File: src/rtl/zeroheti_mtimer.sv
// APB machine timer: 64-bit prescaled mtime, 64-bit compare, level interrupt.
// LO-then-HI reads of mtime are made atomic through a shadow of the high word.
module zeroheti_mtimer #(
    parameter int unsigned AddrWidth  = 12,
    parameter int unsigned PrescWidth = 8
) (
    input  logic                 clk_i,
    input  logic                 rst_i,
    input  logic                 psel_i,
    input  logic                 penable_i,
    input  logic                 pwrite_i,
    input  logic [AddrWidth-1:0] paddr_i,
    input  logic [31:0]          pwdata_i,
    input  logic [3:0]           pstrb_i,
    output logic [31:0]          prdata_o,
    output logic                 pready_o,
    output logic                 pslverr_o,
    output logic [63:0]          mtime_o,
    output logic                 irq_o
);

    localparam logic [2:0] SelMtimeLo = 3'd0;
    localparam logic [2:0] SelMtimeHi = 3'd1;
    localparam logic [2:0] SelCmpLo   = 3'd2;
    localparam logic [2:0] SelCmpHi   = 3'd3;
    localparam logic [2:0] SelCtrl    = 3'd4;
    localparam logic [2:0] SelStatus  = 3'd5;

    logic [63:0]           mtime;
    logic [63:0]           cmp;
    logic [31:0]           shadow_hi;
    logic                  en;
    logic [PrescWidth-1:0] presc;
    logic [PrescWidth-1:0] presc_cnt;
    logic                  irq;

    logic                  xfer;
    logic                  bad_addr;
    logic                  rd_en;
    logic                  wr_en;
    logic [2:0]            sel;
    logic                  tick;
    logic [31:0]           ctrl_rd;
    logic [31:0]           rdata;
    logic [PrescWidth-1:0] presc_nx;
    logic                  unused_addr;

    function automatic logic [31:0] merge(input logic [31:0] old, input logic [31:0] wdata,
                                          input logic [3:0] strb);
        logic [31:0] res;
        for (int b = 0; b < 4; b++) begin
            res[8*b +: 8] = strb[b] ? wdata[8*b +: 8] : old[8*b +: 8];
        end
        return res;
    endfunction

    // A transfer under reset is dropped entirely: no read data, no error, no write.
    assign xfer        = psel_i & penable_i & ~rst_i;
    assign bad_addr    = (paddr_i[1:0] != 2'b00) | (paddr_i[4:3] == 2'b11);
    assign sel         = paddr_i[4:2];
    assign rd_en       = xfer & ~bad_addr & ~pwrite_i;
    assign wr_en       = xfer & ~bad_addr & pwrite_i;
    assign unused_addr = ^paddr_i[AddrWidth-1:5];

    assign tick = en & (presc_cnt == presc);

    always_comb begin
        ctrl_rd = '0;
        ctrl_rd[0] = en;
        ctrl_rd[8 +: PrescWidth] = presc;
    end

    always_comb begin
        rdata = '0;
        case (sel)
            SelMtimeLo: rdata = mtime[31:0];
            SelMtimeHi: rdata = shadow_hi;
            SelCmpLo:   rdata = cmp[31:0];
            SelCmpHi:   rdata = cmp[63:32];
            SelCtrl:    rdata = ctrl_rd;
            SelStatus:  rdata = {31'd0, irq};
            default:    rdata = '0;
        endcase
    end

    // PRESC bit i lives at CTRL bit 8+i, so its byte strobe is (8+i)/8.
    always_comb begin
        presc_nx = presc;
        for (int i = 0; i < int'(PrescWidth); i++) begin
            if (pstrb_i[(8 + i) / 8]) presc_nx[i] = pwdata_i[8 + i];
        end
    end

    always_ff @(posedge clk_i) begin
        if (rst_i) begin
            mtime     <= '0;
            cmp       <= '1;
            shadow_hi <= '0;
            en        <= 1'b0;
            presc     <= '0;
            presc_cnt <= '0;
            irq       <= 1'b0;
        end else begin
            // A software write to either mtime half wins over the tick, no carry.
            if (wr_en && sel == SelMtimeLo) begin
                mtime[31:0] <= merge(mtime[31:0], pwdata_i, pstrb_i);
            end else if (wr_en && sel == SelMtimeHi) begin
                mtime[63:32] <= merge(mtime[63:32], pwdata_i, pstrb_i);
            end else if (tick) begin
                mtime <= mtime + 64'd1;
            end

            if (wr_en && sel == SelCtrl) begin
                presc_cnt <= '0;
                if (pstrb_i[0]) en <= pwdata_i[0];
                presc <= presc_nx;
            end else if (en) begin
                presc_cnt <= tick ? '0 : presc_cnt + PrescWidth'(1);
            end

            if (wr_en && sel == SelCmpLo) cmp[31:0]  <= merge(cmp[31:0], pwdata_i, pstrb_i);
            if (wr_en && sel == SelCmpHi) cmp[63:32] <= merge(cmp[63:32], pwdata_i, pstrb_i);

            if (rd_en && sel == SelMtimeLo) shadow_hi <= mtime[63:32];

            irq <= en & (mtime >= cmp);
        end
    end

    assign prdata_o  = rd_en ? rdata : '0;
    assign pslverr_o = xfer & bad_addr;
    assign pready_o  = 1'b1;
    assign mtime_o   = mtime;
    assign irq_o     = irq;

endmodule

File: config.mk
export PLATFORM = sky130hd
export DESIGN_NAME = zeroheti_mtimer
export DESIGN_NICKNAME = d
export VERILOG_FILES = /design/src/rtl/zeroheti_mtimer.sv
export SDC_FILE = /design/constraint.sdc
export NUM_CORES = 1
export LEC_CHECK = 0
export BUFFER_PORTS_ARGS = -buffer_cell sky130_fd_sc_hd__buf_2
export CAP_MARGIN = 20
export CORE_ASPECT_RATIO = 0.5
export CORE_MARGIN = 2
export CORE_UTILIZATION = 29
export DETAILED_ROUTE_END_ITERATION = 8
export GPL_TIMING_DRIVEN = 0
export PLACE_DENSITY = 0.52
export SYNTH_ARGS = -nofsm -noshare
export SYNTH_HDL_FRONTEND = slang
export SYNTH_SLANG_ARGS = --single-unit
File: constraint.sdc
create_clock -name clk_i -period 2.6 [get_ports clk_i]
set_input_delay 0.39 -clock clk_i [delete_from_list [all_inputs] [get_ports clk_i]]
set_output_delay 0.39 -clock clk_i [all_outputs]
set_load 0.005 [all_outputs]
* Yosys cells after proc, flatten, opt, wreduce, memory -nomap -nowiden
Index checks and enable logic that the tools add are counted.
W data, S select, Z words.
** Storage, ports and cells
- Bits in registers :: 178
- Input bits :: 53
- Output and inout port bits :: 99
- Logic and storage cells :: 93
** Cells by class
- Add/subtract/negate cells :: 2
- Magnitude comparators :: 1
- Equality and inequality tests :: 16
- Multiplexer cells :: 11
- Bitwise operators :: 13
- Reductions and logical operators :: 29
** Operators with widths (number)
- $pmux W32 S6 :: 1
- $mux W32 :: 4
- $add A64 B1 Y64 const B :: 1
- $ge A64 B64 Y1 :: 1
- $mux W64 :: 1
- $mux W8 :: 5
- $reduce_and A3 Y1 :: 8
- $reduce_and A2 Y1 :: 10
- $ne A2 B2 Y1 const B :: 9
- $add A8 B1 Y8 const B :: 1
- $and A1 B1 Y1 :: 8
- $eq A8 B8 Y1 :: 1
- $eq A3 B2 Y1 const B :: 2
- $eq A3 B3 Y1 const B :: 2
- $logic_and A1 B1 Y1 :: 6
- $reduce_bool A2 Y1 :: 3
- $not A1 Y1 :: 4
- $eq A3 B1 Y1 const B :: 1
- $logic_not A3 Y1 :: 1
- $eq A2 B2 Y1 const B :: 1
- $reduce_or A2 Y1 :: 1
- $or A1 B1 Y1 :: 1

* Logic depth before layout (Yosys ltp)
- Word-level depth :: 8
- Mapped depth :: 10

* Least setup slack after synthesis
No wires, ideal clock.
- Path kind :: input port to output port
- From :: input paddr_i[2]
- To :: output prdata_o[26]
- Arrival :: 1.910 ns
- Path slack :: 0.300 ns
- Cell stages on the path :: 7
- Path through :: clkbuf_1 -> clkbuf_1 -> buf_1 -> mux2i_1 -> nor2_1 -> a221oi_1 -> nor2_1
** Between the ends
- Word-level cells in the longest chain between the ends :: 3
- Elaborated cells on any way between the ends :: 8
** Ends and longest elaborated chain
- start, declared :: line 12 : input logic [AddrWidth-1:0] paddr_i,
- $eq A3 B3 Y1, or another cell as far along :: line 75 : case (sel)
- $pmux W32 S6 (*) :: line 75
- $mux W32 (*) :: line 130 : assign prdata_o = rd_en ? rdata : '0;
- end, declared :: line 15 : output logic [31:0] prdata_o,
Every way passes the cells marked *; elsewhere a longest branch is shown, timed or not.

* Final worst setup path
- From :: register mtime[15] (netlist: mtime_o[15])
- To :: register irq (netlist: irq_o)
** Between the ends
- Word-level cells in the longest chain between the ends :: 2
** Ends and longest elaborated chain
- start, declared :: line 29 : logic [63:0] mtime;
- start signal, assigned :: line 106 : mtime[31:0] <= merge(mtime[31:0], pwdata_i, pstrb_i);
- start signal, assigned :: line 110 : mtime <= mtime + 64'd1;
- $ge A64 B64 Y1 :: line 126 : irq <= en & (mtime >= cmp);
- $and A1 B1 Y1 :: line 126
- end signal, assigned :: line 126
- end, declared :: line 35 : logic irq;
Every way passes these cells.
A chain may end at the register's enable or synchronous reset.

==> metrics.md <==
| Metric | Value |
|---|---|
| CTS tree | yes |
| Final Cycle Share | 100% |
| Clock Tree Buf Depth | 2 |
| Design area | ~14000 µm² |
| CTS Root Buffer Type | clkbuf_16 |
| Pleak | between 5 and 6 nW |
| H-tree levels | 4 |
| Final min period | 2.61 ns |
| Vias in the first global route | 11573 |
| Top cell type's share of synthesized area | 31.8% |
| Cts bufs inserted | 17 |
| Pwr per Cell Area | between 400 and 500 nW/µm² |
| Delay of the slowest critical-path stage | between 0.5 and 0.6 ns |
| Row count | 50 |
| Post-route setup slack | -0.00509 ns |
| RSZ-0062 raised after global routing | yes |
| Critical path cell sequence | ha_1 > nand4_1 > nor3_2 > o211ai_1 > o211ai_1 > a2111oi_2 > nor3_1 |
| Die area | 40400 µm² |
| Crit path top cell by count | o211ai_1 |
| First-pass GRT wire length | 78800 µm |
| GRT overflow | 0 |
| NumNets Final | 1786 |
| Critical Path Start Type | flop |
| Clock share of power | roughly 47% |
| Clk_lat worst skew | 0.47 ns |
| Most common cell after layout, fill and taps aside | nand2_1 |
| Max Fclk | approximately 380 MHz |
| Slew Viols, Final | 0 |
| Hold Vio Cnt, Final | 0 |
| Die width | 282 µm |
| PortBufs | 140 |
| Synth async-reset ratio | 0% |
| Gpl congestion | 0.986 |
| Worst slew margin | 22.2% |
| Synth Cell Area | about 11000 µm² |
| Critical Path Sink Type | flop |
| Sequential share of the synthesized area | 31.8% |
| Synth Warn # | 0 |
| Initial antenna violation count | 0 |
| Layout Utilization | 35.8% |
| Netlist cell types | 80 |
| Via/cell ratio | between 5 and 6 |
| Pre-antenna DRT Iters | 5 |
| Number of synthesized flops with an enable pin | 0 |
| Share of layout cells above drive strength 1 | 18.2% |
| Critical path class | flop to flop |
| FF+latch count, synth | 178 |
| Top cells by area, synth | dfxtp_1, nand2_1, ha_1 |
| Comb power frac | 6.6% |
| Syn nets | 1606 |
| Largest net degree at the start of global routing | 17 |
| Final non-filler cell total | 2200 |
| Die Y | 143 µm |
| Avg Inst Size Synth | 7.55 µm² |
| I/O pins | 152 |
| Arr. time, crit path | ~3.0 ns |
| Switching Power | 1.55 mW |
| WP data required | 2.99 ns |
| Synth Instances | 1487 |
| Placed Cells | 2147 |
| Sequential share of power | 46.2% |
| Most frequent cells in the layout | nand2_1, buf_2, dfxtp_1 |
| Routed via count | roughly 13000 |
| Worst Hold Class | primary input to flop |
| Layout area overhead | 20.5% |
| Setup slack at placement | -0.966 ns |
| Core Region | 37800 µm² |
| Failing checks | negative setup slack |
| Tot GR Track Use | 26.9% |
| Initial DRC Count | 1657 |
| Synth Flop Type | dfxtp_1 |
| Initial core utilization | around 30% |
| Worst Clk Skew | about 0.013 ns |
| Sw Ratio | 26.2% |
| Hpwl dp | 41300 µm |
| DRT Wirelength | ~55000 µm |
| Slowest CP cell | nor3_2 |
| Total inserted antenna cells | 0 |
| Int Pwr | 4.36 mW |
| Yosys top cell by area | dfxtp_1 |
| Outcome | complete, but fails checks |
| Max cap viols | 0 |
| Crit-path max FO | 6 |
| Number of remaining DRC errors | 0 |
| ANT nets after route | 0 |
| Area after DPL | 12600 µm² |
| Worst slew pin tran | roughly 1.2 ns |
| Peak supply drop | between 0.4 and 0.5 mV |
| CTS Hold Bufs | 0 |
| Clock Pin Slew Worst Setup and Hold Paths | around 0.080 ns |
| WL/cell | 24.9 µm |
| Final number of setup-violating endpoints | 1 |
| Sink Count | about 180 |
-- logic make-up after synthesis --
group / Yosys count / share of synthesized area (%)
DFF: 178 / 31.8
and+or+nand+nor: 604 / 25.6
AOI/OAI and AO/OA: 413 / 24.4
muxes: 40 / 3.68
xor gates and xnor gates: 14 / 1.09
adders and majority gates: 66 / 7.36
buffers and inverters: 171 / 6.11
other: 1 / 0.0334
-- synth_stat cells, drive strengths merged, types with 4 or more instances --
master and n:
nand2 236, dfxtp 178, nor2 146, a21oi 117, o21ai 87, nand3 76, inv 74, ha 66
clkbuf 61, mux2i 39, o211ai 39, nand4 36, buf 35, a221oi 28, a211oi 23, nor3 21
and2 17, o22ai 17, and3 16, nor4 16, o32ai 13, o21a 12, o41ai 10, xnor2 10
nand2b 8, o31a 8, a21o 7, a222oi 7, a31o 7, and4 7, o31ai 7, or3 5
a21boi 4, a22oi 4, a31oi 4, nor2b 4, or4 4, xor2 4
-- layer usage --
metal  up-vias  routed length, µm  GRT usage [%]
li1       5781                  -              -
met1      6083              24800           37.4
met5         -                  0              0
met4         0               1500           9.11
met2       679              22400           38.7
met3       109               5990           8.88
-- sequential cells by signal, indices dropped and copies added, names as in the netlist --
name / cells
presc_cnt: 8
mtime_o: 64
cmp: 64
irq_o: 1
en: 1
shadow_hi: 32
presc: 8
-- repair_timing --
action,in CTS,in global routing
gates resized for setup,36,40
setup buffers,5,17
endpoints found under the setup margin,96,77
pin swaps,3,13
hold endpoints to repair,0,0
cloned,0,1
-- final timing paths --
check / from / endpoint / cells after the start / slack [ns]
max: mtime_o[15] / irq_o / 7 / -0.005
min reg2reg: shadow_hi[4] / shadow_hi[4] / 2 / 0.45
max reg2reg: mtime_o[15] / irq_o / 7 / -0.005
min: pwdata_i[22] / cmp[54] / 3 / 0.23
-- power groups by stage --
stage / logic [mW] / clock network (mW) / registers (mW)
after floorplan: 0.151 / 0 / 2.79
after global routing: 0.398 / 2.90 / 2.73
after CTS: 0.366 / 2.81 / 2.73
final: 0.389 / 2.79 / 2.73
after detailed placement: 0.362 / 0 / 2.80
after global placement: 0.364 / 0 / 2.80
-- metrics by stage --
step	TNS, ns	total power [mW]	hold WS (ns)
after floorplan	0	2.94	0.433
after global placement	-76.48	3.16	0.444
after detailed placement	-74.70	3.16	0.447
after CTS	0	5.91	0.225
after global routing	-0.0444	6.03	0.245
final	-0.00509	5.91	0.233
-- critical path, delay by kind of cell (launching register included) --
kind	cells	cell delay, ns
simple gates	3	0.85
compound gates	3	0.91
flops	1	0.42
fa+ha+maj	1	0.35
-- layout make-up --
cell class,instances,area [µm²]
Clock inverter,12,156
Timing Repair Buffer,162,866
Tap cell,520,651
Sequential cell,178,3580
Fill cell,4098,24300
Clock buffer,20,447
Inverter,75,282
Buffer,94,442
Multi-Input combinational cell,1139,7100
No activity file was read; power rests on OpenSTA's default activity.
